$ cat config.mk
export PLATFORM = sky130hd
export DESIGN_NAME = clkdiv_multi_flat
export DESIGN_NICKNAME = d
export VERILOG_FILES = /design/src/rtl/clkdiv_pkg.sv /design/src/rtl/clkdiv_multi_if.sv /design/src/rtl/clkdiv_chan.sv /design/src/rtl/clkdiv_multi.sv /design/src/flat_wrapper.sv
export SDC_FILE = /design/constraint.sdc
export NUM_CORES = 1
export LEC_CHECK = 0
export ABC_AREA = 1
export ABC_CLOCK_PERIOD_IN_PS = 1850
export CAP_MARGIN = 20
export CORE_ASPECT_RATIO = 0.6
export CORE_UTILIZATION = 53
export DETAILED_ROUTE_END_ITERATION = 16
export HOLD_SLACK_MARGIN = 0.15
export PLACE_DENSITY_LB_ADDON = 0.08
export SYNTH_ARGS = -nofsm -noshare
export SYNTH_HDL_FRONTEND = slang
export SYNTH_SLANG_ARGS = --single-unit
$ cat constraint.sdc
create_clock -name CLK -period 1.85 [get_ports CLK]
set_clock_uncertainty 0.2 [all_clocks]
set_input_delay 0.37 -clock CLK [delete_from_list [all_inputs] [get_ports CLK]]
set_output_delay 0.37 -clock CLK [all_outputs]
set_load 0.1 [all_outputs]
$ cat src/rtl/clkdiv_pkg.sv
// clkdiv_pkg: shared mode encodings, defaults and limits for the multi-channel clock divider
package clkdiv_pkg;
  typedef enum logic {
    MODE_TOGGLE = 1'b0,
    MODE_PULSE  = 1'b1
  } mode_e;
  localparam int MAX_CHANNELS = 8;
  localparam int DEF_WIDTH = 5;
  localparam int DEF_RST_DIV = 0;
  localparam bit DEF_RST_MODE = 1'b0;
  function automatic logic is_boundary(mode_e m, logic out);
    return m == MODE_PULSE || out;
  endfunction
endpackage

$ cat src/rtl/clkdiv_multi_if.sv
// clkdiv_multi_if: control and output bundle of the multi-channel clock divider
interface clkdiv_multi_if #(
  parameter int CHANNELS = 2,
  parameter int WIDTH = clkdiv_pkg::DEF_WIDTH
);
  logic [CHANNELS*WIDTH-1:0] div;
  logic [CHANNELS-1:0] mode;
  logic [CHANNELS-1:0] div_wr;
  logic [CHANNELS-1:0] en;
  logic sync;
  logic [CHANNELS-1:0] out;
  logic [CHANNELS-1:0] tc;
  logic [CHANNELS-1:0] pend;
  modport master (output div, mode, div_wr, en, sync, input out, tc, pend);
  modport slave (input div, mode, div_wr, en, sync, output out, tc, pend);
endinterface

$ cat src/rtl/clkdiv_chan.sv
// clkdiv_chan: one divider channel with down-counter, shadowed divisor and period-boundary update
module clkdiv_chan
  import clkdiv_pkg::*;
#(
  parameter int WIDTH = DEF_WIDTH,
  parameter int RST_DIV = DEF_RST_DIV,
  parameter bit RST_MODE = DEF_RST_MODE
) (
  input  logic CLK,
  input  logic nRST,
  input  logic [WIDTH-1:0] div,
  input  logic mode,
  input  logic div_wr,
  input  logic en,
  input  logic sync,
  output logic out,
  output logic tc,
  output logic pend
);
  localparam logic [WIDTH-1:0] RDIV = WIDTH'(RST_DIV);
  localparam mode_e RMODE = mode_e'(RST_MODE);
  logic [WIDTH-1:0] cnt, act_div, shd_div, cnt_n, act_div_n, shd_div_n;
  mode_e act_mode, shd_mode, act_mode_n, shd_mode_n;
  logic out_n, tc_n, pend_n, hit, halt, apply;
  // next state: halt (disable/sync) restarts the period, terminal count reloads, shadow lands on boundaries
  always_comb begin
    hit = cnt == '0;
    halt = !en || sync;
    apply = halt || (hit && is_boundary(act_mode, out));
    cnt_n = apply ? shd_div : hit ? act_div : cnt - WIDTH'(1);
    out_n = halt ? 1'b0 : hit ? (act_mode == MODE_PULSE || !out) : (act_mode == MODE_TOGGLE && out);
    tc_n = !halt && hit;
    act_div_n = apply ? shd_div : act_div;
    act_mode_n = apply ? shd_mode : act_mode;
    shd_div_n = div_wr ? div : shd_div;
    shd_mode_n = div_wr ? mode_e'(mode) : shd_mode;
    pend_n = div_wr || (pend && !apply);
  end
  // channel state register with synchronous active-low reset
  always_ff @(posedge CLK) begin
    if (!nRST) begin
      cnt <= RDIV;
      act_div <= RDIV;
      shd_div <= RDIV;
      act_mode <= RMODE;
      shd_mode <= RMODE;
      out <= 1'b0;
      tc <= 1'b0;
      pend <= 1'b0;
    end else begin
      cnt <= cnt_n;
      act_div <= act_div_n;
      shd_div <= shd_div_n;
      act_mode <= act_mode_n;
      shd_mode <= shd_mode_n;
      out <= out_n;
      tc <= tc_n;
      pend <= pend_n;
    end
  end
endmodule

$ cat src/rtl/clkdiv_multi.sv
// clkdiv_multi: multi-channel programmable clock divider with shared realign strobe
module clkdiv_multi
  import clkdiv_pkg::*;
#(
  parameter int CHANNELS = 2,
  parameter int WIDTH = DEF_WIDTH,
  parameter int RST_DIV = DEF_RST_DIV,
  parameter bit RST_MODE = DEF_RST_MODE
) (
  input logic CLK,
  input logic nRST,
  clkdiv_multi_if.slave bus
);
  for (genvar c = 0; c < CHANNELS; c++) begin : g_chan
    clkdiv_chan #(
      .WIDTH(WIDTH),
      .RST_DIV(RST_DIV),
      .RST_MODE(RST_MODE)
    ) u_chan (
      .CLK(CLK),
      .nRST(nRST),
      .div(bus.div[c*WIDTH +: WIDTH]),
      .mode(bus.mode[c]),
      .div_wr(bus.div_wr[c]),
      .en(bus.en[c]),
      .sync(bus.sync),
      .out(bus.out[c]),
      .tc(bus.tc[c]),
      .pend(bus.pend[c])
    );
  end
endmodule
$ cat src/flat_wrapper.sv
// flat-port wrapper written by rule: the top's interface ports become plain ports
module clkdiv_multi_flat import clkdiv_pkg::*;
#(
  parameter int CHANNELS = 2,
  parameter int WIDTH = DEF_WIDTH,
  parameter int RST_DIV = DEF_RST_DIV,
  parameter bit RST_MODE = DEF_RST_MODE
)
  (CLK, nRST, bus_div, bus_mode, bus_div_wr, bus_en, bus_sync, bus_out, bus_tc, bus_pend);
  clkdiv_multi_if #(.CHANNELS(CHANNELS), .WIDTH(WIDTH)) bus_i ();
  input logic CLK;
  input logic nRST;
  input wire logic [$bits(bus_i.div)-1:0] bus_div;
  input wire logic [$bits(bus_i.mode)-1:0] bus_mode;
  input wire logic [$bits(bus_i.div_wr)-1:0] bus_div_wr;
  input wire logic [$bits(bus_i.en)-1:0] bus_en;
  input wire logic [$bits(bus_i.sync)-1:0] bus_sync;
  output wire logic [$bits(bus_i.out)-1:0] bus_out;
  output wire logic [$bits(bus_i.tc)-1:0] bus_tc;
  output wire logic [$bits(bus_i.pend)-1:0] bus_pend;
  assign bus_i.div = bus_div;
  assign bus_i.mode = bus_mode;
  assign bus_i.div_wr = bus_div_wr;
  assign bus_i.en = bus_en;
  assign bus_i.sync = bus_sync;
  assign bus_out = bus_i.out;
  assign bus_tc = bus_i.tc;
  assign bus_pend = bus_i.pend;
  clkdiv_multi #(.CHANNELS(CHANNELS), .WIDTH(WIDTH), .RST_DIV(RST_DIV), .RST_MODE(RST_MODE)) u_core (.CLK(CLK), .nRST(nRST), .bus(bus_i));
endmodule
==> impl_metrics.toml <==
[clock_tree]
cts_tree = "yes"
cts.sinks = 40
cts_hold_buf = 0
cts_made_buffers = 5
cts_max_level = 2
cts_root_buffer = "clkbuf_8"
clk_latency_ns = 0.30
clk_path_buf_depth = 2
path_clk_slew_ns = 0.08

[final_layout]
syn_to_final_growth_pct = 24.4
final_common_cell = "nand2_1"
drive_above_1_share_pct = 18.0
final_core_util_pct = 69.1
num_antenna_cells = 0
nets = 286
mostFrequentLayoutCells = "49 x nand2_1, 40 x dfxtp_1, 39 x nor2_1, 23 x inv_1, 20 x o21ai_0"

[global_routing]
grt_overflow = 0
grt_first_pass_wirelength_um = 5920
grtUsageTotal_pct = 22.2
grt_pass1_vias = 1227
antenna_found_initial = 0
grt_max_degree = 14

[place]
gp_congestion = 0.747
io_buffers = 24
dp_hpwl_um = 2630

[flow_run]
drv_cap = 0

[worst_setup_path]
reg2reg_to = "u_core.g_chan[0].u_chan.cnt[3]"
path_buf_inv = 2
cp_top_family = "simple AND/OR/NAND/NOR gates"
worstPathRequired_ns = 1.84
crit_slowest_cell = "dfxtp_1"
end_kind = "register"
reg2reg_from = "u_core.g_chan[0].u_chan.cnt[0]"
crit_path_max_incr_delay_ns = 0.32
start_kind = "register"
critPathMaxFanout = 6
critPathArrivalTime_ns = 1.67
crit_type = "reg2reg"
worstPathCellList = "inv_1 -> ha_2 -> nand3_4 -> clkbuf_2 -> or2_2 -> nand3_1 -> a21oi_1"
r2r_setup_slack_ns = 0.18
cp.depth = 7
r2r.worst_path.cells = 7

[routing]
wl_um = 3620
drcViolationCount = 2
dr_wl_met2_um = 1280
wl_per_cell_um = 11.6
ant_nets = 0
drtIter0Drc = 99
wl_met1_um = 2090
via_per_inst = 4.83
wl_met3_um = 166
routed-via-count = 1502
first_pass_iters = 10
top_layer = "met4"

[synthesis]
syn_nets = 257
synth_seq_area_share_pct = 44.2
synthCells = 236
synth_seq_cells = 40
ys_types = 22
yosys_warnings = 0
post_synth.cell_area_avg_um2 = 7.68
syn-cell-area_mm2 = 0.00181

[hold_path]
hp-class = "reg2reg"
holdPathStages = 2
min_from = "u_core.g_chan[0].u_chan.act_div[3]"
min_to = "u_core.g_chan[0].u_chan.act_div[3]"

[timing]
rsz0062_at_grt = "no"
period_share_pct = 90.5
max_clock_freq_mhz = 598
hold_slack_ns = 0.258
finalHoldViolations = 0
relSlewSlack_pct = 79.0
max_slew.worst_pin.slew_ns = 0.315
finalSetupViolCount = 0
fin_crit_ns = 1.67
final_max_slew_viol_count = 0
setup_tns_ns = 0

[pwr]
pwr-share-comb_pct = 23.5
p_leak_nw = 0.936
p_switching_w = 0.000640
p_int_w = 0.00140
swShare_pct = 31.3
p_per_area_mw_per_mm2 = 907
total_power_w = 0.00204
p_clk_share_pct = 29.8
pwr-share-seq_pct = 46.7
vdd_drop_max_mv = 0.590

[floorplanning]
die_w_um = 77.5
dieArea_mm2 = 0.00366
io_pins = 25
coreArea_mm2 = 0.00326
start_util_pct = 55.5
rows = 16
die_h_um = 47.3

[status]
failed_checks = "DRC"
status = "finished with violations"
[power groups by stage]
stage | clock network [W] | registers [W] | logic [W]
after CTS | 0.000619 | 0.000956 | 0.000468
after global placement | 0 | 0.000976 | 0.000457
after detailed placement | 0 | 0.000975 | 0.000465
final | 0.000608 | 0.000956 | 0.000480
after global routing | 0.000654 | 0.000963 | 0.000533
after floorplan | 0 | 0.000963 | 0.000342
[per-layer routing]
metal	up-vias	track usage, %
met1	654	33.8
li1	807	-
met2	34	27.4
met4	0	11.3
met5	-	0
met3	7	6.41
[Yosys cell counts]
cell      instances  area (um2)
nor2_1           39         146
ha_1              2        25.0
buf_6             1        11.3
nand2_8           2        40.0
inv_8             1        11.3
a21oi_4           1        16.3
a21oi_1          16        80.1
clkbuf_1          3        11.3
dfxtp_1          40         801
nand2_2           4        25.0
o21ai_4           1        16.3
nor2_2            3        18.8
nand2_1          49         184
buf_4             6        45.0
nand3_1          11        55.1
nand3b_1          1        7.51
nand3_4           2        35.0
or2_2             1        6.26
nand2_4           1        11.3
o21ai_0          20         100
inv_1            23        86.3
a21oi_2           9        78.8
[area by class of cell]
| cell class | instances | area (um2) |
|---|---|---|
| clock buffers | 6 | 82.6 |
| flip-flops and latches | 40 | 801 |
| inverters | 24 | 97.6 |
| repair buffers | 32 | 358 |
| fillers | 268 | 1010 |
| multi-input cells | 162 | 848 |
| well taps | 45 | 56.3 |
| clock inverters | 2 | 10.0 |
[worst register-to-register path: cells and delay by family, from the launching register on]
| family | cells | cell delay [ns] |
|---|---|---|
| AO/OA/AOI/OAI | 1 | 0.06 |
| adder cells (fa/ha/maj) | 1 | 0.24 |
| flip-flops | 1 | 0.32 |
| buffers and inverters | 2 | 0.27 |
| AND/OR/NAND/NOR | 3 | 0.48 |
[what timing repair did]
item,in CTS,in global routing
gates resized for setup,0,1
buffers inserted,0,2
endpoints found under the hold margin,0,0
setup endpoints to repair,0,1
[worst max-delay path by stage]
stage,from,endpoint
2_1_floorplan,u_core.g_chan[0].u_chan.cnt[0],u_core.g_chan[0].u_chan.cnt[2]
3_3_place_gp,bus_sync,u_core.g_chan[1].u_chan.act_mode
3_5_place_dp,bus_sync,u_core.g_chan[1].u_chan.act_mode
4_1_cts,u_core.g_chan[0].u_chan.cnt[0],u_core.g_chan[0].u_chan.cnt[4]
5_1_grt,u_core.g_chan[0].u_chan.cnt[0],u_core.g_chan[0].u_chan.cnt[4]
6_report,u_core.g_chan[0].u_chan.cnt[0],u_core.g_chan[0].u_chan.cnt[3]
[state kept, by name, summed over array words and instances (netlist names)]
register and cells:
u_core.g_chan.u_chan.act_div 10, u_core.g_chan.u_chan.cnt 10, u_core.g_chan.u_chan.shd_div 10, u_core.g_chan.u_chan.act_mode 2, u_core.g_chan.u_chan.out 2, u_core.g_chan.u_chan.pend 2
u_core.g_chan.u_chan.shd_mode 2, u_core.g_chan.u_chan.tc 2
[stage by stage]
stage | instance area [um2] | cells | worst slack (ns)
3_5_place_dp | 2150 | 301 | 0.0256
3_3_place_gp | 2150 | 301 | 0.0797
6_report | 2250 | 311 | 0.177
4_1_cts | 2240 | 309 | 0.140
5_1_grt | 2250 | 311 | 0.0523
2_1_floorplan | 1810 | 236 | 0.372
[cell families after synthesis]
family | Yosys count | synth area share [%]
AO/OA/AOI/OAI | 47 | 16.1
AND/OR/NAND/NOR | 113 | 29.2
flip-flops | 40 | 44.2
buffers and inverters | 34 | 9.12
adder cells (fa/ha/maj) | 2 | 1.38
(Power assumes the default switching activity.)
